[src/rtl/dirty_wb_ctrl.sv]
// Miss/write-back sequencer: acks hits, otherwise writes back a dirty victim,
// refills the line beat by beat, updates tag/dirty state and then acks the CPU.
module dirty_wb_ctrl #(
   parameter int BEATS  = 4,
   parameter int BEAT_W = 2
) (
   input  logic              clk_i,
   input  logic              reset_i,
   input  logic              cpu_req_i,
   input  logic              cpu_wr_i,
   input  logic              hit_i,
   input  logic              victim_dirty_i,
   input  logic              mem_ack_i,
   output logic              cpu_ack_o,
   output logic              stall_o,
   output logic              dirty_write_o,
   output logic              dirty_d_o,
   output logic              miss_o,
   output logic              tag_write_o,
   output logic              data_write_o,
   output logic              mem_rd_o,
   output logic              mem_wr_o,
   output logic [BEAT_W-1:0] beat_o
);

   typedef enum logic [2:0] {
      S_IDLE,
      S_WB,
      S_FILL,
      S_UPDATE,
      S_RESP
   } state_t;

   localparam logic [BEAT_W-1:0] LAST_BEAT = BEAT_W'(BEATS - 1);

   state_t            state_q, state_d;
   logic [BEAT_W-1:0] beat_q, beat_d;
   logic              op_wr_q, op_wr_d;

   always_ff @(posedge clk_i or posedge reset_i) begin
      if (reset_i) begin
         state_q <= S_IDLE;
         beat_q  <= '0;
         op_wr_q <= 1'b0;
      end else begin
         state_q <= state_d;
         beat_q  <= beat_d;
         op_wr_q <= op_wr_d;
      end
   end

   // Beat counter wraps to 0 on its own because BEATS is a power of 2.
   always_comb begin
      state_d = state_q;
      beat_d  = beat_q;
      op_wr_d = op_wr_q;
      case (state_q)
         S_IDLE: begin
            if (cpu_req_i) begin
               op_wr_d = cpu_wr_i;
               if (hit_i)               state_d = S_RESP;
               else if (victim_dirty_i) state_d = S_WB;
               else                     state_d = S_FILL;
            end
         end
         S_WB: begin
            if (mem_ack_i) begin
               beat_d = beat_q + BEAT_W'(1);
               if (beat_q == LAST_BEAT) state_d = S_FILL;
            end
         end
         S_FILL: begin
            if (mem_ack_i) begin
               beat_d = beat_q + BEAT_W'(1);
               if (beat_q == LAST_BEAT) state_d = S_UPDATE;
            end
         end
         S_UPDATE: state_d = S_RESP;
         S_RESP:   state_d = S_IDLE;
         default:  state_d = S_IDLE;
      endcase
   end

   // Everything but data_write and stall is a pure decode of registered state.
   always_comb begin
      cpu_ack_o     = (state_q == S_RESP);
      mem_wr_o      = (state_q == S_WB);
      mem_rd_o      = (state_q == S_FILL);
      tag_write_o   = (state_q == S_UPDATE);
      miss_o        = (state_q == S_UPDATE);
      dirty_write_o = (state_q == S_UPDATE) || ((state_q == S_RESP) && op_wr_q);
      dirty_d_o     = (state_q == S_RESP) && op_wr_q;
      data_write_o  = (state_q == S_FILL) && mem_ack_i;
      stall_o       = cpu_req_i && !cpu_ack_o && !reset_i;
      beat_o        = beat_q;
   end

endmodule
[config.mk]
export PLATFORM = sky130hd
export DESIGN_NAME = dirty_wb_ctrl
export DESIGN_NICKNAME = d
export VERILOG_FILES = /design/src/rtl/dirty_wb_ctrl.sv
export SDC_FILE = /design/constraint.sdc
export NUM_CORES = 1
export LEC_CHECK = 0
export ABC_AREA = 1
export BUFFER_PORTS_ARGS = -buffer_cell sky130_fd_sc_hd__buf_2
export CORE_AREA = 2 2 39 41
export CTS_CLUSTER_SIZE = 16
export DETAILED_ROUTE_END_ITERATION = 12
export DIE_AREA = 0 0 41 43
export GPL_ROUTABILITY_DRIVEN = 0
export HOLD_SLACK_MARGIN = 0.05
export PLACE_DENSITY_LB_ADDON = 0.05
export SYNTH_ARGS = -nofsm -noshare
export SYNTH_HDL_FRONTEND = slang
export SYNTH_SLANG_ARGS = --single-unit
[constraint.sdc]
create_clock -name clk_i -period 1.15 [get_ports clk_i]
set_input_delay 0.1725 -clock clk_i [delete_from_list [all_inputs] [get_ports clk_i]]
set_output_delay 0.1725 -clock clk_i [all_outputs]
set_load 0.01 [all_outputs]
==> flow_metrics.py <==
metrics = {
    "setup_path": {
        "r2r_slack_ns": -0.06,
        "cp-start-kind": "flip-flop",
        "crit_slowest_cell": "dfrtp_2",
        "r2r_cells": 6,
        "path_delay_family": "flip-flops",
        "worst-path-max-fanout": 4,
        "crit_chain": "inv_2 > nand3_1 > o21ai_1 > buf_2",
        "cp.arrival_ns": 1.13,
        "worst-path-buf-inv": 2,
        "worstSetupPathType": "reg -> out",
        "reg2reg_from": "state_q[0]",
        "r2r-end": "state_q[1]",
        "slowest_delay_ns": 0.43,
        "required_ns": 0.98,
        "cp-end-kind": "primary output",
    },
    "hold_path": {
        "hold_depth": 3,
        "worstHoldStart": "cpu_wr_i",
        "hold_path_end": "op_wr_q",
        "hp-class": "in -> reg",
    },
    "power": {
        "intPower_uw": 933,
        "power.share.switching_pct": 44.9,
        "peakVddDrop_mv": 0.981,
        "total_leakage_power_uw": 0.000383,
        "fin_total_pwr_uw": 1690,
        "clkPwrFrac_pct": 10.7,
        "p_switching_uw": 760,
        "pwr-share-comb_pct": 63.5,
        "seq_power_share_pct": 25.8,
        "powerDensity_mw_per_mm2": 2610,
    },
    "synthesis": {
        "synth_seq_cells": 6,
        "synth-simple-area-share_pct": 43.3,
        "synth-compound-area-share_pct": 4.45,
        "synth_area_um2": 422,
        "synthAdderAreaFrac_pct": 2.97,
        "synth.area.top_cells": "dfrtp_1, inv_1, nand2_1",
        "synth_ff_type": "dfrtp_1",
        "synth-seq-area-share_pct": 35.6,
        "syn_inst": 57,
        "synth_top_area_share_pct": 35.6,
        "synth_edf_count": 0,
        "yosys_warnings": 0,
        "avgSynthCellArea_um2": 7.40,
        "yosysTopAreaCell": "dfrtp_1",
        "synth_xor_area_share_pct": 2.08,
        "synth_fp_nets": 65,
        "synth_top_family_by_area": "simple AND/OR/NAND/NOR gates",
        "synth_mux_area_share_pct": 0,
        "synthArstFlopShare_pct": 100,
        "synth_cell_type_count": 17,
    },
    "job": {
        "drv_cap": 0,
    },
    "clock_network": {
        "clk_latency_ns": 0.23,
        "htreeDepth": 1,
        "clock_path_buffers": 2,
        "cts_tree": "yes",
        "cts.sinks": 6,
        "cts-root-buf": "clkbuf_4",
        "numCtsBuffers": 3,
        "clkTransAtPathRegs_ns": 0.04,
    },
    "timing": {
        "maxSlewHeadroom_pct": 84.7,
        "finClkSkew_ns": 0.00254,
        "rsz0062_at_grt": "true",
        "finalHoldWorstSlack_ns": 0.197,
        "fmax_mhz": 768,
        "setup_violations": 13,
        "fin_setup_tns_ns": -1.17,
        "slew_violations": 0,
        "fin_crit_ns": 1.30,
        "tightest_slew_ns": 0.228,
        "setup_ws_ns": -0.151,
        "finalHoldViolations": 0,
        "final.period_utilization_pct": 113,
    },
    "grt": {
        "grt_pass1_wl_um": 1260,
        "overflow": 0,
        "antenna_found_initial": 0,
        "grt_max_degree": 7,
        "grt_pass1_vias": 347,
        "grt_usage_pct": 10.6,
    },
    "drt": {
        "vias_per_cell": 4.23,
        "drt-total-wl_um": 810,
        "drt_first_pass_iters": 4,
        "postRouteAntennaNets": 0,
        "vias": 415,
        "routedWlPerCell_um": 8.27,
        "first_iter_violations": 10,
        "drc_errors": 0,
    },
    "floorplan": {
        "start_util_pct": 30.5,
        "ios": 18,
        "rows": 14,
        "fp.dieH_um": 43,
        "die-area_mm2": 0.00176,
        "die_w_um": 41,
        "core_mm2": 0.00138,
    },
    "finish": {
        "area_growth_pct": 54.0,
        "regArea_um2": 154,
        "finalNetCount": 92,
        "multi_input_area_um2": 269,
        "drive_gt1_share_pct": 54.9,
        "final_cells": 98,
        "n_antenna_cell": 0,
        "nFillCells": 143,
    },
    "placed_design": {
        "hpwl_um": 637,
        "dp_slack_ns": 0.00331,
        "dp_cells": 90,
        "port_buffers": 17,
    },
    "run_status": {
        "violations": "negative setup slack",
        "outcome": "finished, violations left",
    },
}
power by group through the flow:
stage | sequential, uW | combinational (uW) | clock (uW)
after floorplan | 417 | 597 | 0
after global placement | 415 | 847 | 0
after detailed placement | 416 | 840 | 0
after CTS | 418 | 946 | 191
after global routing | 447 | 1190 | 208
final | 436 | 1080 | 181
synth_stat cells (3+ instances only):
cell	number
nor2_1	6
nand2_1	11
nand2_2	3
dfrtp_1	6
nand2_4	3
nand3_1	7
inv_1	11
per-stage QoR:
step	area, um^2	utilization, %
4_1_cts	598	43.2
2_1_floorplan	422	-
6_report	649	46.9
3_3_place_gp	527	38.1
3_5_place_dp	527	38.1
5_1_grt	649	46.9
cells by family (layout without fill, tap and decap cells):
kind of cell / after synthesis / count (layout)
compound gates: 3 / 3
xor+xnor: 1 / 1
fa+ha+maj: 1 / 1
buf+inv: 12 / 37
flops: 6 / 6
simple gates: 34 / 34
how the worst max path moves through the flow:
stage	startpoint	to	slack, ns	cells after the start
2_1_floorplan	state_q[0]	dirty_write_o	0.001	3
3_3_place_gp	state_q[0]	dirty_write_o	0.02	4
3_5_place_dp	state_q[0]	dirty_write_o	0.003	4
4_1_cts	state_q[0]	dirty_write_o	-0.15	4
5_1_grt	state_q[2]	dirty_write_o	-0.22	4
6_report	state_q[2]	dirty_write_o	-0.15	4
area by class of cell:
cell class	count	share of cell area [%]
inverter	11	6.36
clock buffer	3	3.47
multi-input combinational	39	41.4
tap	16	3.08
sequential	6	23.7
timing repair buffer	23	22.0
state kept, by name (all words and copies together), names as in the netlist:
signal   cells
state_q      3
op_wr_q      1
beat_o       2
routing by layer:
layer	vias up	track usage, %	wire, um
li1	226	-	-
met1	182	14.2	349
met2	5	13.8	426
met3	2	3.14	26
met4	0	8.00	6
met5	-	0	0
worst min-delay path: stages:
cell and delay, ns:
buf_2 0.08, nor2_1 0.03, a21oi_1 0.10
what timing repair did:
action | in CTS | in global routing
endpoints found under the hold margin | 6 | 0
pin swaps | 1 | 3
endpoints found under the setup margin | 9 | 15
hold buffers | 1 | 0
buffers inserted | 4 | 0
gates resized for setup | 7 | 10
cells in the final DEF (no fill, tap or decap), types with 3 or more instances in the layout:
cell / netlist / final
buf_2: 0 / 16
inv_1: 11 / 9
nand2_1: 11 / 9
nand3_1: 7 / 7
nor2_1: 6 / 5
nand2_2: 3 / 4
buf_4: 1 / 4
nand2_4: 3 / 3
dfrtp_1: 6 / 3
clkbuf_4: 0 / 3
dfrtp_2: 0 / 3
(Power assumes the default switching activity.)
